===== config.mk =====
export PLATFORM = sky130hd
export DESIGN_NAME = kbd_fifo4
export DESIGN_NICKNAME = d
export VERILOG_FILES = /design/src/rtl/kbd_fifo4_pkg.sv /design/src/rtl/kbd_fifo4_reg_bank4x16.sv /design/src/rtl/kbd_fifo4.sv
export SDC_FILE = /design/constraint.sdc
export NUM_CORES = 1
export LEC_CHECK = 0
export ABC_AREA = 1
export BUFFER_PORTS_ARGS = -buffer_cell sky130_fd_sc_hd__buf_2
export CAP_MARGIN = 30
export CORE_ASPECT_RATIO = 0.5
export CORE_MARGIN = 2
export CORE_UTILIZATION = 46
export DETAILED_ROUTE_END_ITERATION = 8
export GPL_ROUTABILITY_DRIVEN = 1
export GPL_TIMING_DRIVEN = 0
export PLACE_DENSITY = 0.69
export SYNTH_ARGS = -nofsm -noshare
export SYNTH_HDL_FRONTEND = slang
export SYNTH_SLANG_ARGS = --single-unit

===== constraint.sdc =====
create_clock -name clk -period 1.8 [get_ports clk]
set_input_delay 0.27 -clock clk [delete_from_list [all_inputs] [get_ports clk]]
set_output_delay 0.27 -clock clk [all_outputs]
set_load 0.05 [all_outputs]

===== src/rtl/kbd_fifo4_pkg.sv =====
// Shared constants and types for the keyboard scan-word FIFO.
// The optional sticky error flag is enabled with `define KBD_FIFO4_ERR_FLAG_EN.
package kbd_fifo4_pkg;

  localparam int KBD_FIFO_DEPTH = 4;
  localparam int KBD_PTR_W      = 2;
  localparam int KBD_CNT_W      = 3;
  localparam int KBD_WORD_W     = 16;

  typedef logic [KBD_WORD_W-1:0] kbd_word_t;
  typedef logic [KBD_PTR_W-1:0]  kbd_ptr_t;
  typedef logic [KBD_CNT_W-1:0]  kbd_cnt_t;

  // Pointer advance; the 2-bit width gives the 3 -> 0 wrap for free.
  function automatic kbd_ptr_t kbd_ptr_inc(input kbd_ptr_t p);
    return p + kbd_ptr_t'(1);
  endfunction

endpackage


===== src/rtl/kbd_fifo4_reg_bank4x16.sv =====
// Four-entry storage for kbd_fifo4: write decoder on wr_ptr gated by the
// accepted-push strobe, and a 4-way read mux on rd_ptr. Storage has no reset;
// the FIFO control masks stale contents through its empty flag.
module reg_bank4x16
  import kbd_fifo4_pkg::*;
#(
  parameter int WIDTH = 16
) (
  input  logic             clk,
  input  logic             wr_stb,
  input  logic [1:0]       wr_ptr,
  input  logic [WIDTH-1:0] wr_data,
  input  logic [1:0]       rd_ptr,
  output logic [WIDTH-1:0] rd_data
);

  logic [WIDTH-1:0] mem0;
  logic [WIDTH-1:0] mem1;
  logic [WIDTH-1:0] mem2;
  logic [WIDTH-1:0] mem3;
  logic [KBD_FIFO_DEPTH-1:0] wr_sel;

  // One-hot write decode, only active on an accepted push.
  always_comb begin
    wr_sel = '0;
    if (wr_stb) begin
      unique case (wr_ptr)
        2'd0:    wr_sel = 4'b0001;
        2'd1:    wr_sel = 4'b0010;
        2'd2:    wr_sel = 4'b0100;
        default: wr_sel = 4'b1000;
      endcase
    end
  end

  // Data registers load on their decoded select.
  always_ff @(posedge clk) begin
    if (wr_sel[0]) mem0 <= wr_data;
    if (wr_sel[1]) mem1 <= wr_data;
    if (wr_sel[2]) mem2 <= wr_data;
    if (wr_sel[3]) mem3 <= wr_data;
  end

  // Head-word read mux.
  always_comb begin
    rd_data = mem0;
    unique case (rd_ptr)
      2'd0:    rd_data = mem0;
      2'd1:    rd_data = mem1;
      2'd2:    rd_data = mem2;
      default: rd_data = mem3;
    endcase
  end

endmodule


===== src/rtl/kbd_fifo4.sv =====
// 4-entry first-word-fall-through FIFO buffering keyboard scan words between
// the PS/2 front end and the KBD register. Head word is visible combinationally
// and popped with a one-cycle rd_en strobe. A push while full is accepted only
// when a pop frees the head slot in the same cycle.
// Optional: `define KBD_FIFO4_ERR_FLAG_EN adds a sticky err output that flags
// dropped pushes and ignored pops until reset.
module kbd_fifo4
  import kbd_fifo4_pkg::*;
#(
  parameter int WIDTH = 16
) (
  input  logic             clk,
  input  logic             reset,
  input  logic             wr_en,
  input  logic [WIDTH-1:0] wr_data,
  input  logic             rd_en,
  output logic [WIDTH-1:0] rd_data,
  output logic             empty,
  output logic             full,
`ifdef KBD_FIFO4_ERR_FLAG_EN
  output logic [2:0]       count,
  output logic             err
`else
  output logic [2:0]       count
`endif
);

  kbd_ptr_t         wr_ptr;
  kbd_ptr_t         rd_ptr;
  kbd_cnt_t         cnt_q;
  logic             acc_wr;
  logic             acc_rd;
  logic [WIDTH-1:0] bank_rd;

  // Flags come straight from the registered count, so they never see wr_en/rd_en.
  assign count = cnt_q;
  assign empty = (cnt_q == kbd_cnt_t'(0));
  assign full  = (cnt_q == kbd_cnt_t'(KBD_FIFO_DEPTH));

  // Accept logic: a full queue still takes a push when the head is popped
  // in the same cycle, since the write then lands in the vacated slot.
  always_comb begin
    acc_rd = rd_en & ~empty;
    acc_wr = wr_en & (~full | rd_en);
  end

  // Pointer and occupancy registers.
  always_ff @(posedge clk or posedge reset) begin
    if (reset) begin
      wr_ptr <= '0;
      rd_ptr <= '0;
      cnt_q  <= '0;
    end else begin
      if (acc_wr) wr_ptr <= kbd_ptr_inc(wr_ptr);
      if (acc_rd) rd_ptr <= kbd_ptr_inc(rd_ptr);
      unique case ({acc_wr, acc_rd})
        2'b10:   cnt_q <= cnt_q + kbd_cnt_t'(1);
        2'b01:   cnt_q <= cnt_q - kbd_cnt_t'(1);
        default: cnt_q <= cnt_q;
      endcase
    end
  end

  reg_bank4x16 #(
    .WIDTH(WIDTH)
  ) u_bank (
    .clk    (clk),
    .wr_stb (acc_wr),
    .wr_ptr (wr_ptr),
    .wr_data(wr_data),
    .rd_ptr (rd_ptr),
    .rd_data(bank_rd)
  );

  // Empty queue reads as zero rather than whatever stale word the slot holds.
  always_comb begin
    rd_data = empty ? '0 : bank_rd;
  end

`ifdef KBD_FIFO4_ERR_FLAG_EN
  // Sticky error: dropped push (full, no pop) or pop of an empty queue.
  always_ff @(posedge clk or posedge reset) begin
    if (reset) begin
      err <= 1'b0;
    end else if ((wr_en & full & ~rd_en) | (rd_en & empty)) begin
      err <= 1'b1;
    end
  end
`endif

endmodule

==> flow_summary.toml, run 1 <==
[status]
run_status = "finished with violations"
violations = "negative setup slack"

[yosys]
synth_area_per_cell_sq_um = 11.2
synthTopCellsByArea = "edfxtp_1, nand2_1, dfrtp_1, nor2_1, ha_1"
netlist_area_sq_mm = 0.00303
synth_fp_nets = 300
ys_types = 21
yosysWarnings = 0
yosysTopAreaCellShare_pct = 63.3
yosys.area.top_type = "edfxtp_1"
ys_ff_latch = 71
ys_seq_area_share_pct = 69.1
synth_cells = 270

[clocking]
clk-insertion-delay-late_ps = 340
clock_sinks = 71
cts_buffer_depth = 2
clk_pin_slew_ps = 60
cts_tree = "built"
numCtsBuffers = 9
cts-root-buf = "clkbuf_16"
htree_levels = 3

[global_route]
grt_max_degree = 13
antenna_found_initial = 0
first_global_vias = 2262
grt_usage_pct = 21.6
overflow = 0
grt_pass1_wl_um = 11100

[finish]
multi_input_area_sq_mm = 0.00112
final_nets = 374
drive_gt1_share_pct = 53.4
final-seq-area_sq_mm = 0.00210
final_area_sq_mm = 0.00450
syn2layout_area_growth_pct = 48.3
nFillCells = 361
diodes = 0

[timing]
max_slew_margin_pct = 67.7
fin_ws_ps = -221
fmax_mhz = 495
final.period_utilization_pct = 112
hold_ws_ps = 143
setup_viol_count_final = 16
slew_viol_final = 0
period_needed_ps = 2020
hold_violations = 0
fin_skew_ps = 7.69
worst_slew_pin_slew_ps = 485
rsz0062_at_grt = "true"

[routing]
num_vias = 2244
ant_nets = 0
wl_per_cell_um = 18.6
routed_wl_um = 8120
drt-vias-per-instance = 5.15
drt_iter0_drc = 180
drtPass1Iterations = 4
drc = 0

[setup_path]
crit_path_end_kind = "output pin"
cp_cell_sequence = "inv_4, ha_4, buf_4, nand2_1, nand2_1, nor2_1, nor2_2, buf_6"
critPathRequiredTime_ps = 1530
slowest_delay_ps = 460
crit_top_cell = "nand2_1"
worstSetupPathType = "reg -> out"
crit_path_top_delay_cell = "dfrtp_2"
critPathMaxFanout = 5
worst-endpoint-arrival_ps = 1750
startpoint_type = "flop"

[die]
dieArea_sq_mm = 0.00730
core.rowCount = 20
fp.dieH_um = 61.4
num_io_pins = 41
start_util_pct = 48.7
core_sq_mm = 0.00623
die_w_um = 119

[place]
dp_hpwl_um = 3990
place_area_sq_mm = 0.00349
numPortBuffers = 40
place_congestion = 0.733

[min_path]
hold_path.class = "in -> reg"

[run]
maxCapViolations = 0
synth_stat cells (all sizes together):
library cell  instances
buf                   8
clkbuf                3
dfrtp                 7
edfxtp               64
fa                    1
ha                    9
inv                  19
nand2                96
nand3                 6
nand4                 1
nor2                 37
nor3                  1
o21ai                17
xnor2                 1
cell families after synthesis:
logic type	count (synthesis)	synth area share, %
and+or+nand+nor	141	18.5
DFF	71	69.1
xor gates and xnor gates	1	0.289
adders and majority gates	10	4.37
AOI/OAI and AO/OA	17	2.80
buffers and inverters	30	4.95
layer usage:
| metal | vias to the layer above | GRT usage, % | routed length, um |
|---|---|---|---|
| met5 | - | 0 | 0 |
| met4 | 0 | 9.52 | 131 |
| met3 | 15 | 7.31 | 558 |
| met2 | 99 | 39.0 | 4170 |
| met1 | 1094 | 24.4 | 3270 |
| li1 | 1036 | - | - |
state kept, by name, indices dropped and copies added, names as in the netlist:
register and cells:
u_bank.mem0 16, u_bank.mem1 16, u_bank.mem2 16, u_bank.mem3 16
count 3, rd_ptr 2, wr_ptr 2
final cells by class:
cell class | instances | area share [%]
well taps | 88 | 2.45
clock inverters | 6 | 0.862
plain buffers | 8 | 2.70
repair buffers | 66 | 15.2
clock buffers | 9 | 5.00
multi-input cells | 169 | 25.0
flip-flops and latches | 71 | 46.7
inverters | 19 | 2.14
critical path: cells and delay by family (launching register included):
kind / cells / cell delay (ps)
adders and majority gates: 1 / 220
and+or+nand+nor: 4 / 330
DFF: 1 / 460
buffers and inverters: 3 / 410
path summary, 6_finish.rpt:
kind                             from              to  slack (ps)  depth (start not counted)
max in group asynchronous       reset       rd_ptr[1]        1130                          3
min reg2reg                 wr_ptr[1]       wr_ptr[1]         550                          2
min in group asynchronous       reset       wr_ptr[0]         420                          3
max                         rd_ptr[1]      rd_data[0]        -220                          8
max reg2reg                  count[1]        count[2]          50                         10
min                        wr_data[5]  u_bank.mem3[5]         140                          1
cells in the final DEF, fill, tap and decap left out, drive strengths merged:
master	n
nand2	96
buf	71
edfxtp	64
nor2	37
inv	18
o21ai	17
clkbuf	11
ha	9
dfrtp	7
nand3	6
clkinv	5
clkinvlp	2
xnor2	1
nor3	1
nand4	1
fa	1
dlygate4sd3	1
what timing repair did:
action	CTS	global route
hold buffers	1	0
resized for setup	94	76
setup endpoints to repair	17	29
setup buffers	8	6
pin swaps	32	35
endpoints found under the hold margin	7	0
cloned	5	2
stage by stage:
| stage | std cells | setup TNS, ps | setup slack (ps) | util, % |
|---|---|---|---|---|
| floorplan | 270 | -6950 | -109 | - |
| global placement | 398 | -35090 | -574 | 54.9 |
| detailed placement | 402 | -890 | -118 | 56.0 |
| CTS | 431 | -3270 | -237 | 68.1 |
| global route | 436 | -3720 | -290 | 72.2 |
| finish | 436 | -2830 | -221 | 72.2 |
Power of run 1 is not shown: default switching activity piles up to over one toggle a cycle in this logic, so the estimate is an artifact.
==> inputs of run 2 (changes only) <==
--- a/config.mk
+++ b/config.mk
@@ -5,7 +5,6 @@
 export SDC_FILE = /design/constraint.sdc
 export NUM_CORES = 1
 export LEC_CHECK = 0
-export ABC_AREA = 1
 export BUFFER_PORTS_ARGS = -buffer_cell sky130_fd_sc_hd__buf_2
 export CAP_MARGIN = 30
 export CORE_ASPECT_RATIO = 0.5
==> run 2 against run 1 <==
  * The flow still finishes with violations (negative setup slack)
  * Worst hold slack improved by 14 ps
  * Synthesized area is 5.5% lower
  * Sequential share of layout area increased by 1.2 points
  * Via count shrank 19%
  * Setup slack worse by 52 ps
  * Critical path depth down 1
  * Maximum frequency fell by 2.5%
  * Routed wire length down 18%
  * Register-to-register slack worse by 300 ps
  * Sequential cell count unchanged
  * Utilization up 0.21 points
  * Highest routed layer unchanged
==> flow_summary.toml, run 2 <==
[yosys]
yosysTopAreaCellShare_pct = 67.0
ys_types = 20
synthTopCellsByCount = "edfxtp_1, nor2b_1, a211oi_1, a21oi_1, a22oi_1"
yosys.area.top_type = "edfxtp_1"
yosysWarnings = 0
async_flop_share_pct = 9.86
synth_area_per_cell_sq_um = 15.8
synth_most_common_cell = "edfxtp_1"
synth-main-ff-cell = "edfxtp_1"
synth_edf_count = 64
netlist_area_sq_mm = 0.00287
ys_ff_latch = 71
synth_cells = 182
synthTopCellsByArea = "edfxtp_1, dfrtp_1, a211oi_1, a22oi_1, ha_1"
synth_fp_nets = 212
ys_seq_area_share_pct = 73.1

[global_route]
antenna_found_initial = 0
first_global_vias = 1905
grt_max_degree = 17
grt_usage_pct = 20.6
grt_pass1_wl_um = 9900
overflow = 0

[clocking]
clock_sinks = 71
clk-insertion-delay-late_ps = 330
htree_levels = 3
cts_buffer_depth = 2
cts_tree = "built"
clk_pin_slew_ps = 60
cts-root-buf = "clkbuf_16"
numCtsBuffers = 9

[routing]
drt_iter0_drc = 104
drtPass1Iterations = 4
drc = 0
num_vias = 1828
drt-vias-per-instance = 5.21
wl_per_cell_um = 18.9
routed_wl_um = 6620
ant_nets = 0

[setup_path]
slowest_delay_ps = 460
cp_cell_sequence = "inv_4, ha_4, buf_8, clkbuf_16, a21oi_2, a211oi_4, buf_6"
startpoint_type = "flop"
worstSetupPathType = "reg -> out"
worst-endpoint-arrival_ps = 1800
critPathMaxFanout = 7
cp_top_family = "buffers and inverters"
crit_path_top_delay_cell = "dfrtp_2"
crit_path_end_kind = "output pin"
crit_buf_inv = 4
critPathRequiredTime_ps = 1530

[timing]
hold_ws_ps = 157
hold_violations = 0
max_slew_margin_pct = 80.7
worst_slew_pin_slew_ps = 290
period_needed_ps = 2070
fin_ws_ps = -273
final.period_utilization_pct = 115
fin_skew_ps = 4.44
fmax_mhz = 482
slew_viol_final = 0
rsz0062_at_grt = "true"
setup_viol_count_final = 19

[min_path]
hold_path.class = "in -> reg"

[place]
dp_hpwl_um = 3520
place_congestion = 0.741
numPortBuffers = 40

[finish]
drive_gt1_share_pct = 60.1
final_common_cell = "edfxtp_1"
final_nets = 288
syn2layout_area_growth_pct = 53.0
mostFrequentLayoutCells = "edfxtp_1, buf_6, buf_2"
diodes = 0

[die]
dieArea_sq_mm = 0.00692
fp.dieH_um = 59.8
core_sq_mm = 0.00606
die_w_um = 116
core.rowCount = 20
start_util_pct = 47.4
num_io_pins = 41

[status]
run_status = "finished with violations"
violations = "negative setup slack"

[run]
maxCapViolations = 0
[run 2: changes by cell type in the layout (fill, tap and decap cells not counted), sizes merged, moves of 5 or more]
| cell | before | now |
|---|---|---|
| nand3 | 6 | 0 |
| a22oi | 0 | 16 |
| nor2b | 0 | 17 |
| nand2 | 96 | 0 |
| a211oi | 0 | 16 |
| inv | 18 | 11 |
| clkbuf | 11 | 16 |
| o21ai | 17 | 0 |
| nor2 | 37 | 1 |
| a21oi | 0 | 16 |
[run 2: logic make-up after synthesis]
family / synth area share, %
XOR/XNOR: 1.53
flip-flops: 73.1
AO/OA/AOI/OAI: 11.5
AND/OR/NAND/NOR: 5.37
multiplexers: 1.27
buffers and inverters: 2.62
adder cells (fa/ha/maj): 4.62
[run 2: stage by stage]
stage | setup slack (ps) | TNS (ps) | std cells | util (%) | instance area [sq um]
2_1_floorplan | -426 | -2040 | 182 | - | 3210
3_3_place_gp | -408 | -4770 | 310 | 58.1 | 3520
3_5_place_dp | -442 | -7560 | 310 | 58.1 | 3520
4_1_cts | -325 | -4980 | 346 | 69.9 | 4230
5_1_grt | -356 | -5730 | 351 | 72.4 | 4390
6_report | -273 | -4330 | 351 | 72.4 | 4390
[run 2: layout make-up]
cell class              count  area, sq um
repair buffers             66          572
clock inverters             7         72.6
well taps                  88          110
clock buffers               9          225
flip-flops and latches     71         2100
multi-input cells          91         1090
plain buffers               9          169
inverters                  10         42.5
fillers                   394         1670
[run 2: timing repair]
action | in CTS | in global routing
endpoints found under the hold margin | 7 | 0
setup endpoints to repair | 84 | 19
hold buffers | 1 | 0
buffers inserted | 16 | 5
pin swaps | 9 | 30
resized for setup | 70 | 31
gates cloned | 3 | 1
[run 2: layer usage]
metal	vias to the layer above	track usage [%]	routed length, um
met5	-	0	0
met4	0	6.29	74
met3	5	6.19	374
met2	52	37.3	3430
met1	942	24.1	2750
li1	829	-	-
[run 2: path summary, 6_finish.rpt]
| kind | depth (start not counted) | startpoint | slack, ps | to |
|---|---|---|---|---|
| worst max-delay path | 7 | rd_ptr[1] | -270 | rd_data[14] |
| worst min-delay path | 1 | wr_data[6] | 160 | u_bank.mem3[6] |
| worst max register to register | 9 | count[0] | -250 | count[2] |
| worst min register to register | 1 | wr_ptr[1] | 580 | wr_ptr[1] |
| max in group asynchronous | 3 | reset | 1150 | rd_ptr[1] |
| min in group asynchronous | 3 | reset | 420 | count[1] |
Power of run 2 is left out for the same reason.
==> inputs of run 3 (changes only) <==
==> constraint.sdc (replaced) <==
create_clock -name clk -period 1.9 [get_ports clk]
set_input_delay 0.285 -clock clk [delete_from_list [all_inputs] [get_ports clk]]
set_output_delay 0.285 -clock clk [all_outputs]
set_load 0.05 [all_outputs]
==> run 3 against run 2 <==
  * The flow still finishes with violations (negative setup slack)
  * Via count down 0.88%
  * Critical path depth is the same
  * Setup slack improved by 17 ps
  * Utilization grew 1.5 points
  * Global-route usage shrank 0.80 points
  * Clock-buffer cell count unchanged
  * Sequential cell count stayed put
  * Routed wire length up 5.8%
  * Critical endpoint unchanged
  * Largest cell class unchanged
==> flow_summary.toml, run 3 (same netlist as run 2, synthesis figures left out) <==
[status]
run_status = "finished with violations"
violations = "negative setup slack"

[global_route]
antenna_found_initial = 0
overflow = 0
grt_max_degree = 17
grt_usage_pct = 19.8
first_global_vias = 1908
grt_pass1_wl_um = 9590

[setup_path]
crit_path_end_kind = "output pin"
critPathMaxFanout = 7
worstSetupPathType = "reg -> out"
startpoint_type = "flop"
critPathRequiredTime_ps = 1620
worst-endpoint-arrival_ps = 1870

[finish]
drive_gt1_share_pct = 59.9
final_common_cell = "edfxtp_1"
syn2layout_area_growth_pct = 56.2
diodes = 0
mostFrequentLayoutCells = "edfxtp_1, buf_2, buf_4"
nFillCells = 342
final_nets = 292

[timing]
final.period_utilization_pct = 113
setup_viol_count_final = 18
rsz0062_at_grt = "true"
worst_slew_pin_slew_ps = 467
hold_ws_ps = 169
max_slew_margin_pct = 68.9
slew_viol_final = 0
period_needed_ps = 2160
fin_ws_ps = -256
fmax_mhz = 464
hold_violations = 0
fin_skew_ps = 3.92

[min_path]
hold_path.class = "in -> reg"

[die]
die_w_um = 116
core_sq_mm = 0.00606
core.rowCount = 20
fp.dieH_um = 59.8
dieArea_sq_mm = 0.00692
start_util_pct = 47.4
num_io_pins = 41

[routing]
wl_per_cell_um = 19.7
drc = 0
routed_wl_um = 7010
drt-vias-per-instance = 5.10
drtPass1Iterations = 4
num_vias = 1812
ant_nets = 0
drt_iter0_drc = 99

[clocking]
clk-insertion-delay-late_ps = 320
numCtsBuffers = 9
cts_tree = "built"
htree_levels = 3
cts_buffer_depth = 2
cts-root-buf = "clkbuf_16"
clock_sinks = 71
clk_pin_slew_ps = 60

[place]
place_ws_ps = -372
numPortBuffers = 40
dp_hpwl_um = 3560
place_congestion = 0.724

[run]
maxCapViolations = 0
==> run 3: changes by cell type in the layout (fill, tap and decap cells not counted), moves of 2 or more <==
cell,before,now
buf_4,13,21
clkbuf_8,3,0
bufinv_16,1,3
clkinv_2,2,0
a22oi_2,16,11
buf_6,25,20
buf_8,5,8
a21oi_1,5,2
a22oi_1,0,5
a21oi_4,0,3
==> run 3: what timing repair did <==
item,CTS,global route
gates cloned,2,3
buffers inserted,10,13
setup endpoints to repair,83,19
endpoints found under the hold margin,7,0
resized for setup,72,51
pin swaps,7,10
hold buffers,1,0
==> run 3: worst max-delay path: stages, from the launching register on <==
cell	delay (ps)
dfrtp_2	470
inv_4	110
ha_4	150
buf_8	140
clkbuf_16	160
a21oi_4	60
a211oi_4	270
buf_6	190
==> run 3: path summary, 6_finish.rpt <==
kind / from / to / slack (ps) / cells past startpoint
min in group asynchronous: reset / count[0] / 440 / 3
setup reg to reg: count[0] / count[2] / -160 / 9
hold reg to reg: count[2] / count[2] / 580 / 2
setup / recovery: rd_ptr[1] / rd_data[14] / -260 / 7
max in group asynchronous: reset / count[2] / 1220 / 3
hold / removal: wr_data[7] / u_bank.mem3[7] / 170 / 1
==> run 3: stage by stage <==
stage          util (%)  instance area [sq um]  TNS (ps)  instances
4_1_cts            68.5                   4150     -3640        339
6_report           73.9                   4480     -3410        355
3_5_place_dp       56.5                   3420     -8660        310
5_1_grt            73.9                   4480     -4710        355
3_3_place_gp       56.5                   3420     -7560        310
2_1_floorplan         -                   3110      -796        182
==> run 3: layer usage <==
metal,part of all wire [%],vias up,track usage (%)
li1,-,844,-
met2,53,55,35.8
met4,0.56,0,7.48
met3,5.1,4,5.78
met5,0,-,0
met1,42,909,22.8
==> run 3: layout make-up <==
type	instances	area, sq um	area share [%]
Sequential cell	71	2100	47.0
Multi-Input combinational cell	91	1100	24.6
Timing Repair Buffer	69	591	13.2
Clock buffer	9	225	5.03
Buffer	10	183	4.08
Clock inverter	7	119	2.65
Tap cell	88	110	2.46
Inverter	10	45.0	1.01
Power of run 3 is left out for the same reason.
